[src/rtl/sort_pkg.sv]
// Shared sorter types: FSM state encoding and per-job comparison mode.
package sort_pkg;

    typedef enum logic [1:0] {
        IDLE,
        SORT,
        OUT
    } sort_state_t;

    typedef struct packed {
        logic descend;
        logic signed_cmp;
    } sort_mode_t;

endpackage

[src/rtl/sort_oets_if.sv]
// Job/result channel of the odd-even transposition sorter (valid/ready on both sides).
interface sort_oets_if #(
    parameter int N     = 6,
    parameter int WIDTH = 8,
    parameter int IDXW  = $clog2(N),
    parameter int PW    = $clog2(N + 1)
);
    logic             in_valid;
    logic             in_ready;
    logic [WIDTH-1:0] in_data [N];
    logic             in_descend;
    logic             in_signed;
    logic             out_valid;
    logic             out_ready;
    logic [WIDTH-1:0] out_data [N];
    logic [IDXW-1:0]  out_idx [N];
    logic [PW-1:0]    out_phases;

    modport master (
        output in_valid, in_data, in_descend, in_signed, out_ready,
        input  in_ready, out_valid, out_data, out_idx, out_phases
    );

    modport slave (
        input  in_valid, in_data, in_descend, in_signed, out_ready,
        output in_ready, out_valid, out_data, out_idx, out_phases
    );
endinterface

[src/rtl/sort_cmp_swap.sv]
// Combinational compare-exchange of one (key, tag) pair; equal keys never swap.
module sort_cmp_swap
    import sort_pkg::*;
#(
    parameter int WIDTH = 8,
    parameter int IDXW  = 3
) (
    input  logic [WIDTH-1:0] key_lo,
    input  logic [WIDTH-1:0] key_hi,
    input  logic [IDXW-1:0]  tag_lo,
    input  logic [IDXW-1:0]  tag_hi,
    input  sort_mode_t       mode,
    output logic [WIDTH-1:0] new_key_lo,
    output logic [WIDTH-1:0] new_key_hi,
    output logic [IDXW-1:0]  new_tag_lo,
    output logic [IDXW-1:0]  new_tag_hi,
    output logic             swapped
);
    logic lo_gt_hi;
    logic hi_gt_lo;

    // Strict comparisons only, which is what keeps the sort stable.
    assign lo_gt_hi = mode.signed_cmp ? ($signed(key_lo) > $signed(key_hi)) : (key_lo > key_hi);
    assign hi_gt_lo = mode.signed_cmp ? ($signed(key_hi) > $signed(key_lo)) : (key_hi > key_lo);
    assign swapped  = mode.descend ? hi_gt_lo : lo_gt_hi;

    assign new_key_lo = swapped ? key_hi : key_lo;
    assign new_key_hi = swapped ? key_lo : key_hi;
    assign new_tag_lo = swapped ? tag_hi : tag_lo;
    assign new_tag_hi = swapped ? tag_lo : tag_hi;
endmodule

[src/rtl/sort_oets.sv]
// Odd-even transposition sorter: one compare-exchange phase per clock, stable,
// with early exit after two consecutive swap-free phases.
//   state | meaning
//   IDLE  | waiting for a job, in_ready high
//   SORT  | one compare-exchange phase per cycle
//   OUT   | result presented until out_ready
module sort_oets
    import sort_pkg::*;
#(
    parameter int N     = 6,
    parameter int WIDTH = 8,
    parameter int IDXW  = $clog2(N)
) (
    input  logic       clk,
    input  logic       rst_n,
    sort_oets_if.slave bus,
    output logic       busy
);
    localparam int PW = $clog2(N + 1);

    sort_state_t      state;
    sort_mode_t       mode;
    logic [WIDTH-1:0] key [N];
    logic [IDXW-1:0]  tag [N];
    logic [PW-1:0]    cnt;
    logic             quiet;

    logic [WIDTH-1:0] pr_key_lo [N-1];
    logic [WIDTH-1:0] pr_key_hi [N-1];
    logic [IDXW-1:0]  pr_tag_lo [N-1];
    logic [IDXW-1:0]  pr_tag_hi [N-1];
    logic             pr_sw     [N-1];

    logic [WIDTH-1:0] nxt_key [N];
    logic [IDXW-1:0]  nxt_tag [N];
    logic             any_sw;
    logic [PW-1:0]    cnt_nxt;
    logic             done;

    // One comparator per adjacent pair; pair i belongs to the parity of i.
    for (genvar i = 0; i < N - 1; i++) begin : g_pair
        sort_cmp_swap #(.WIDTH(WIDTH), .IDXW(IDXW)) u_cmp (
            .key_lo     (key[i]),
            .key_hi     (key[i+1]),
            .tag_lo     (tag[i]),
            .tag_hi     (tag[i+1]),
            .mode       (mode),
            .new_key_lo (pr_key_lo[i]),
            .new_key_hi (pr_key_hi[i]),
            .new_tag_lo (pr_tag_lo[i]),
            .new_tag_hi (pr_tag_hi[i]),
            .swapped    (pr_sw[i])
        );
    end

    always_comb begin
        nxt_key = key;
        nxt_tag = tag;
        any_sw  = 1'b0;
        for (int i = 0; i < N - 1; i++) begin
            if ((i % 2 == 1) == cnt[0]) begin
                nxt_key[i]   = pr_key_lo[i];
                nxt_key[i+1] = pr_key_hi[i];
                nxt_tag[i]   = pr_tag_lo[i];
                nxt_tag[i+1] = pr_tag_hi[i];
                any_sw       = any_sw | pr_sw[i];
            end
        end
    end

    assign cnt_nxt = cnt + PW'(1);
    // quiet is cleared on accept, so the early exit needs at least two phases.
    assign done    = (cnt_nxt == PW'(N)) || (quiet && !any_sw);

    always_ff @(posedge clk or negedge rst_n) begin
        if (!rst_n) begin
            state <= IDLE;
            mode  <= '0;
            cnt   <= '0;
            quiet <= 1'b0;
            for (int i = 0; i < N; i++) begin
                key[i] <= '0;
                tag[i] <= '0;
            end
        end else begin
            case (state)
                IDLE: begin
                    if (bus.in_valid) begin
                        key   <= bus.in_data;
                        for (int i = 0; i < N; i++) tag[i] <= IDXW'(i);
                        mode  <= '{descend: bus.in_descend, signed_cmp: bus.in_signed};
                        cnt   <= '0;
                        quiet <= 1'b0;
                        state <= SORT;
                    end
                end
                SORT: begin
                    key   <= nxt_key;
                    tag   <= nxt_tag;
                    cnt   <= cnt_nxt;
                    quiet <= !any_sw;
                    if (done) state <= OUT;
                end
                OUT: begin
                    if (bus.out_ready) state <= IDLE;
                end
                default: state <= IDLE;
            endcase
        end
    end

    assign bus.in_ready   = (state == IDLE);
    assign bus.out_valid  = (state == OUT);
    assign busy           = (state == SORT);
    assign bus.out_data   = key;
    assign bus.out_idx    = tag;
    assign bus.out_phases = cnt;
endmodule

[src/flat_wrapper.sv]
// flat-port wrapper written by rule: the top's interface ports become plain ports
module sort_oets_flat import sort_pkg::*;
#(
    parameter int N     = 6,
    parameter int WIDTH = 8,
    parameter int IDXW  = $clog2(N)
)
  (clk, rst_n, busy, bus_in_valid, bus_in_data, bus_in_descend, bus_in_signed, bus_out_ready, bus_in_ready, bus_out_valid, bus_out_data, bus_out_idx, bus_out_phases);
  sort_oets_if #(.N(N), .WIDTH(WIDTH), .IDXW(IDXW)) bus_i ();
  input  logic clk;
  input  logic rst_n;
  output logic busy;
  input wire logic [$bits(bus_i.in_valid)-1:0] bus_in_valid;
  input wire logic [$bits(bus_i.in_data)-1:0] bus_in_data;
  input wire logic [$bits(bus_i.in_descend)-1:0] bus_in_descend;
  input wire logic [$bits(bus_i.in_signed)-1:0] bus_in_signed;
  input wire logic [$bits(bus_i.out_ready)-1:0] bus_out_ready;
  output wire logic [$bits(bus_i.in_ready)-1:0] bus_in_ready;
  output wire logic [$bits(bus_i.out_valid)-1:0] bus_out_valid;
  output wire logic [$bits(bus_i.out_data)-1:0] bus_out_data;
  output wire logic [$bits(bus_i.out_idx)-1:0] bus_out_idx;
  output wire logic [$bits(bus_i.out_phases)-1:0] bus_out_phases;
  assign bus_i.in_valid = bus_in_valid;
  assign bus_i.in_data = {>>{bus_in_data}};
  assign bus_i.in_descend = bus_in_descend;
  assign bus_i.in_signed = bus_in_signed;
  assign bus_i.out_ready = bus_out_ready;
  assign bus_in_ready = bus_i.in_ready;
  assign bus_out_valid = bus_i.out_valid;
  assign bus_out_data = {>>{bus_i.out_data}};
  assign bus_out_idx = {>>{bus_i.out_idx}};
  assign bus_out_phases = bus_i.out_phases;
  sort_oets #(.N(N), .WIDTH(WIDTH), .IDXW(IDXW)) u_core (.clk(clk), .rst_n(rst_n), .bus(bus_i), .busy(busy));
endmodule
[config.mk]
export PLATFORM = sky130hd
export DESIGN_NAME = sort_oets_flat
export DESIGN_NICKNAME = d
export VERILOG_FILES = /design/src/rtl/sort_pkg.sv /design/src/rtl/sort_oets_if.sv /design/src/rtl/sort_cmp_swap.sv /design/src/rtl/sort_oets.sv /design/src/flat_wrapper.sv
export SDC_FILE = /design/constraint.sdc
export NUM_CORES = 1
export LEC_CHECK = 0
export BUFFER_PORTS_ARGS = -buffer_cell sky130_fd_sc_hd__buf_2
export CORE_ASPECT_RATIO = 1.75
export CORE_UTILIZATION = 55
export CTS_BUF_LIST = sky130_fd_sc_hd__clkbuf_8
export CTS_CLUSTER_DIAMETER = 50
export DETAILED_ROUTE_END_ITERATION = 6
export GPL_TIMING_DRIVEN = 0
export PLACE_DENSITY = 0.81
export SLEW_MARGIN = 20
export SYNTH_ARGS = -nofsm -noshare
export SYNTH_HDL_FRONTEND = slang
export SYNTH_SLANG_ARGS = --single-unit
[constraint.sdc]
create_clock -name clk -period 6.65 [get_ports clk]
set_input_delay 0.9975 -clock clk [delete_from_list [all_inputs] [get_ports clk]]
set_output_delay 0.9975 -clock clk [all_outputs]
set_load 0.01 [all_outputs]
==> impl_metrics.ini <==
[die]
core.rowCount = 49
io_pins = 126
die_x_um = 79.89
start_util = 0.5669
dieHeight_um = 138.3
design.core.area_mm2 = 0.01030
die-area_mm2 = 0.01105

[run_status]
status = complete, no violations

[clock_tree]
cts_hold_buf = 0
clock-sinks = 74
clk_path_buf_depth = 2
clkTransAtPathRegs_ns = 0.08
cts_buffers = 9
cts_setup_buffers = 0
root_buffer = clkbuf_8
clk_latency_ns = 0.37
cts_tree = yes
cts_resized = 0
cts_htree_levels = 3

[critical_path]
cp-end-kind = flop
cp.depth = 11
worst-path-buf-inv = 2
crit_type = flop to flop
worstPathMaxFanout = 10
cp.arrival_ns = 3.44
critPathTopFamily = compound AO/OA/AOI/OAI gates
path_cells = inv_1, ha_1, nor2b_1, o211ai_1, a21oi_1, a2111oi_0, or3_1, nand2_1, o31ai_2, buf_4, mux2_2
reg2regPathDepth = 11
crit_required_ns = 6.91
slowest_delay_ns = 0.59
start_kind = flop
critical_path.slowest_cell = a2111oi_0

[routing]
drt-total-wl_mm = 16.84
post-route-drc-count = 0
drt_pass1_iterations = 5
route.vias.total = 5336
vias_per_cell = 6.036
drt_iter0_drc = 253
wl_per_cell_um = 19.05
ant_nets = 0

[global_route]
antenna_found_initial = 0
grt_use_total = 0.3154
grt_max_degree = 39
first_global_vias = 5643
grt_pass1_wl_mm = 26.77
overflow = 0

[layout]
area_growth_pct = 17.87
final_common_cell = buf_2
nets = 888
layout_common_cells = buf_2 (129), mux2i_1 (85), ha_1 (82)
diodes = 0
n_fill_cell = 854
stdcell_area_mm2 = 0.006883
drive_above_1_share = 0.2259

[placed_design]
numPortBuffers = 125
hpwl_mm = 13.06
dp_slack_ns = 3.463
globalplace.congestion = 0.9445
placed_cell_area_mm2 = 0.006646

[yosys]
ys_ff_latch = 74
synth_area_leaders = dfrtp_1 (32%), ha_1 (18%), mux2i_1 (15%), a21oi_1 (5.7%), inv_1 (3.9%)
synth_cell_types = 56
seq_area_frac_synth = 0.3171
syn-num-nets = 751
avgSynthCellArea_um2 = 9.495
synth_largest_area_cell = dfrtp_1
synth_ff_type = dfrtp_1
synth_edf_count = 0
netlist.area_leader.share = 0.3171
synthArstFlopShare = 1.000
yosysWarnings = 0
syn_inst = 615
synth_area_mm2 = 0.005839

[run]
cap_viol_max_count = 0

[timing]
setup_viol = 0
hold_ws_ns = 0.5349
finalCriticalPeriod_ns = 3.182
fmax_mhz = 314.3
worst_pin_slew_ns = 0.8891
relSlewSlack = 0.4072
finalMaxSlewViolations = 0
hold_viol = 0
skew_ns = 0.01088
setup-tns-final_ns = 0
rsz0062_at_grt = false
period_share = 0.4785
postLayoutSetupSlackWorst_ns = 3.468

[hold_path]
hold_path_depth = 1
min_path_type = flop to flop
-- stage by stage --
stage,std cells,utilization
after floorplan,615,-
after global placement,867,0.6431
after detailed placement,868,0.6453
after CTS,884,0.6682
after global routing,884,0.6682
final,884,0.6682
-- registers in the layout, summed over array words and instances (netlist names) --
register               cells
u_core.bus.out_idx        18
u_core.state               2
u_core.bus.out_phases      3
u_core.mode                2
u_core.bus.out_data       48
u_core.quiet               1
-- final timing paths --
check / start / slack (ns) / end
worst max-delay path: u_core.bus.out_data[1] / 3.47 / u_core.bus.out_idx[3]
worst min-delay path: u_core.bus.out_idx[16] / 0.53 / u_core.bus.out_idx[16]
worst max register to register: u_core.bus.out_data[1] / 3.47 / u_core.bus.out_idx[3]
worst min register to register: u_core.bus.out_idx[16] / 0.53 / u_core.bus.out_idx[16]
max in group asynchronous: rst_n / 5.47 / u_core.bus.out_phases[0]
min in group asynchronous: rst_n / 0.59 / u_core.bus.out_data[46]
-- cells in the mapped netlist (2+ instances only) --
library cell,n
nor4b_1,3
nor2b_1,9
o31ai_1,2
o211ai_1,6
o21ai_0,15
a21oi_1,67
nand2_1,21
nand4b_1,2
a21o_1,17
o21bai_1,2
buf_2,5
nand3b_1,2
nor2_1,48
mux2_4,2
buf_1,7
inv_1,61
and2_1,2
nand4_1,6
a22oi_1,2
dfrtp_1,74
nor3_1,10
a22o_1,11
a31oi_1,2
a211oi_1,3
nand2b_1,3
buf_6,2
ha_1,82
mux2i_1,85
or3_1,2
o2bb2ai_1,3
buf_4,2
a2111oi_1,2
nand3_1,7
clkbuf_1,11
a2111oi_0,2
o22ai_1,3
a2bb2oi_1,2
mux2_2,12
-- layer usage --
metal / global-route usage / wire length [um]
met2: 0.5502 / 8809
met5: 0 / 0
met1: 0.3437 / 6382
met4: 0.2002 / 977
met3: 0.05149 / 672
-- cells by family (layout without fill, tap and decap cells) --
| logic type | after synthesis | in the layout | synth area share |
|---|---|---|---|
| fa+ha+maj | 82 | 82 | 0.1757 |
| simple gates | 120 | 120 | 0.09985 |
| xor+xnor | 1 | 1 | 0.001500 |
| mux | 99 | 99 | 0.1740 |
| flops | 74 | 74 | 0.3171 |
| compound gates | 151 | 151 | 0.1703 |
| buf+inv | 88 | 230 | 0.06149 |
-- final cells by class --
class                      instances  area (um^2)  area share
clock inverter                     5        85.08     0.01236
timing repair buffer             126        648.1     0.09416
tap                              127        158.9     0.02309
multi-input combinational        453         3628      0.5272
inverter                          61        229.0     0.03327
sequential                        74         1852      0.2690
clock buffer                      11        151.4     0.02200
buffer                            27        130.1     0.01891
-- worst register-to-register path, stage by stage (launching register included) --
cell,delay (ns)
dfrtp_1,0.40
inv_1,0.08
ha_1,0.31
nor2b_1,0.14
o211ai_1,0.18
a21oi_1,0.10
a2111oi_0,0.59
or3_1,0.28
nand2_1,0.10
o31ai_2,0.25
buf_4,0.28
mux2_2,0.36
Power is left out: the tool's default activity adds up to more than one toggle a clock period on the data nets, which glitch-free logic cannot reach.
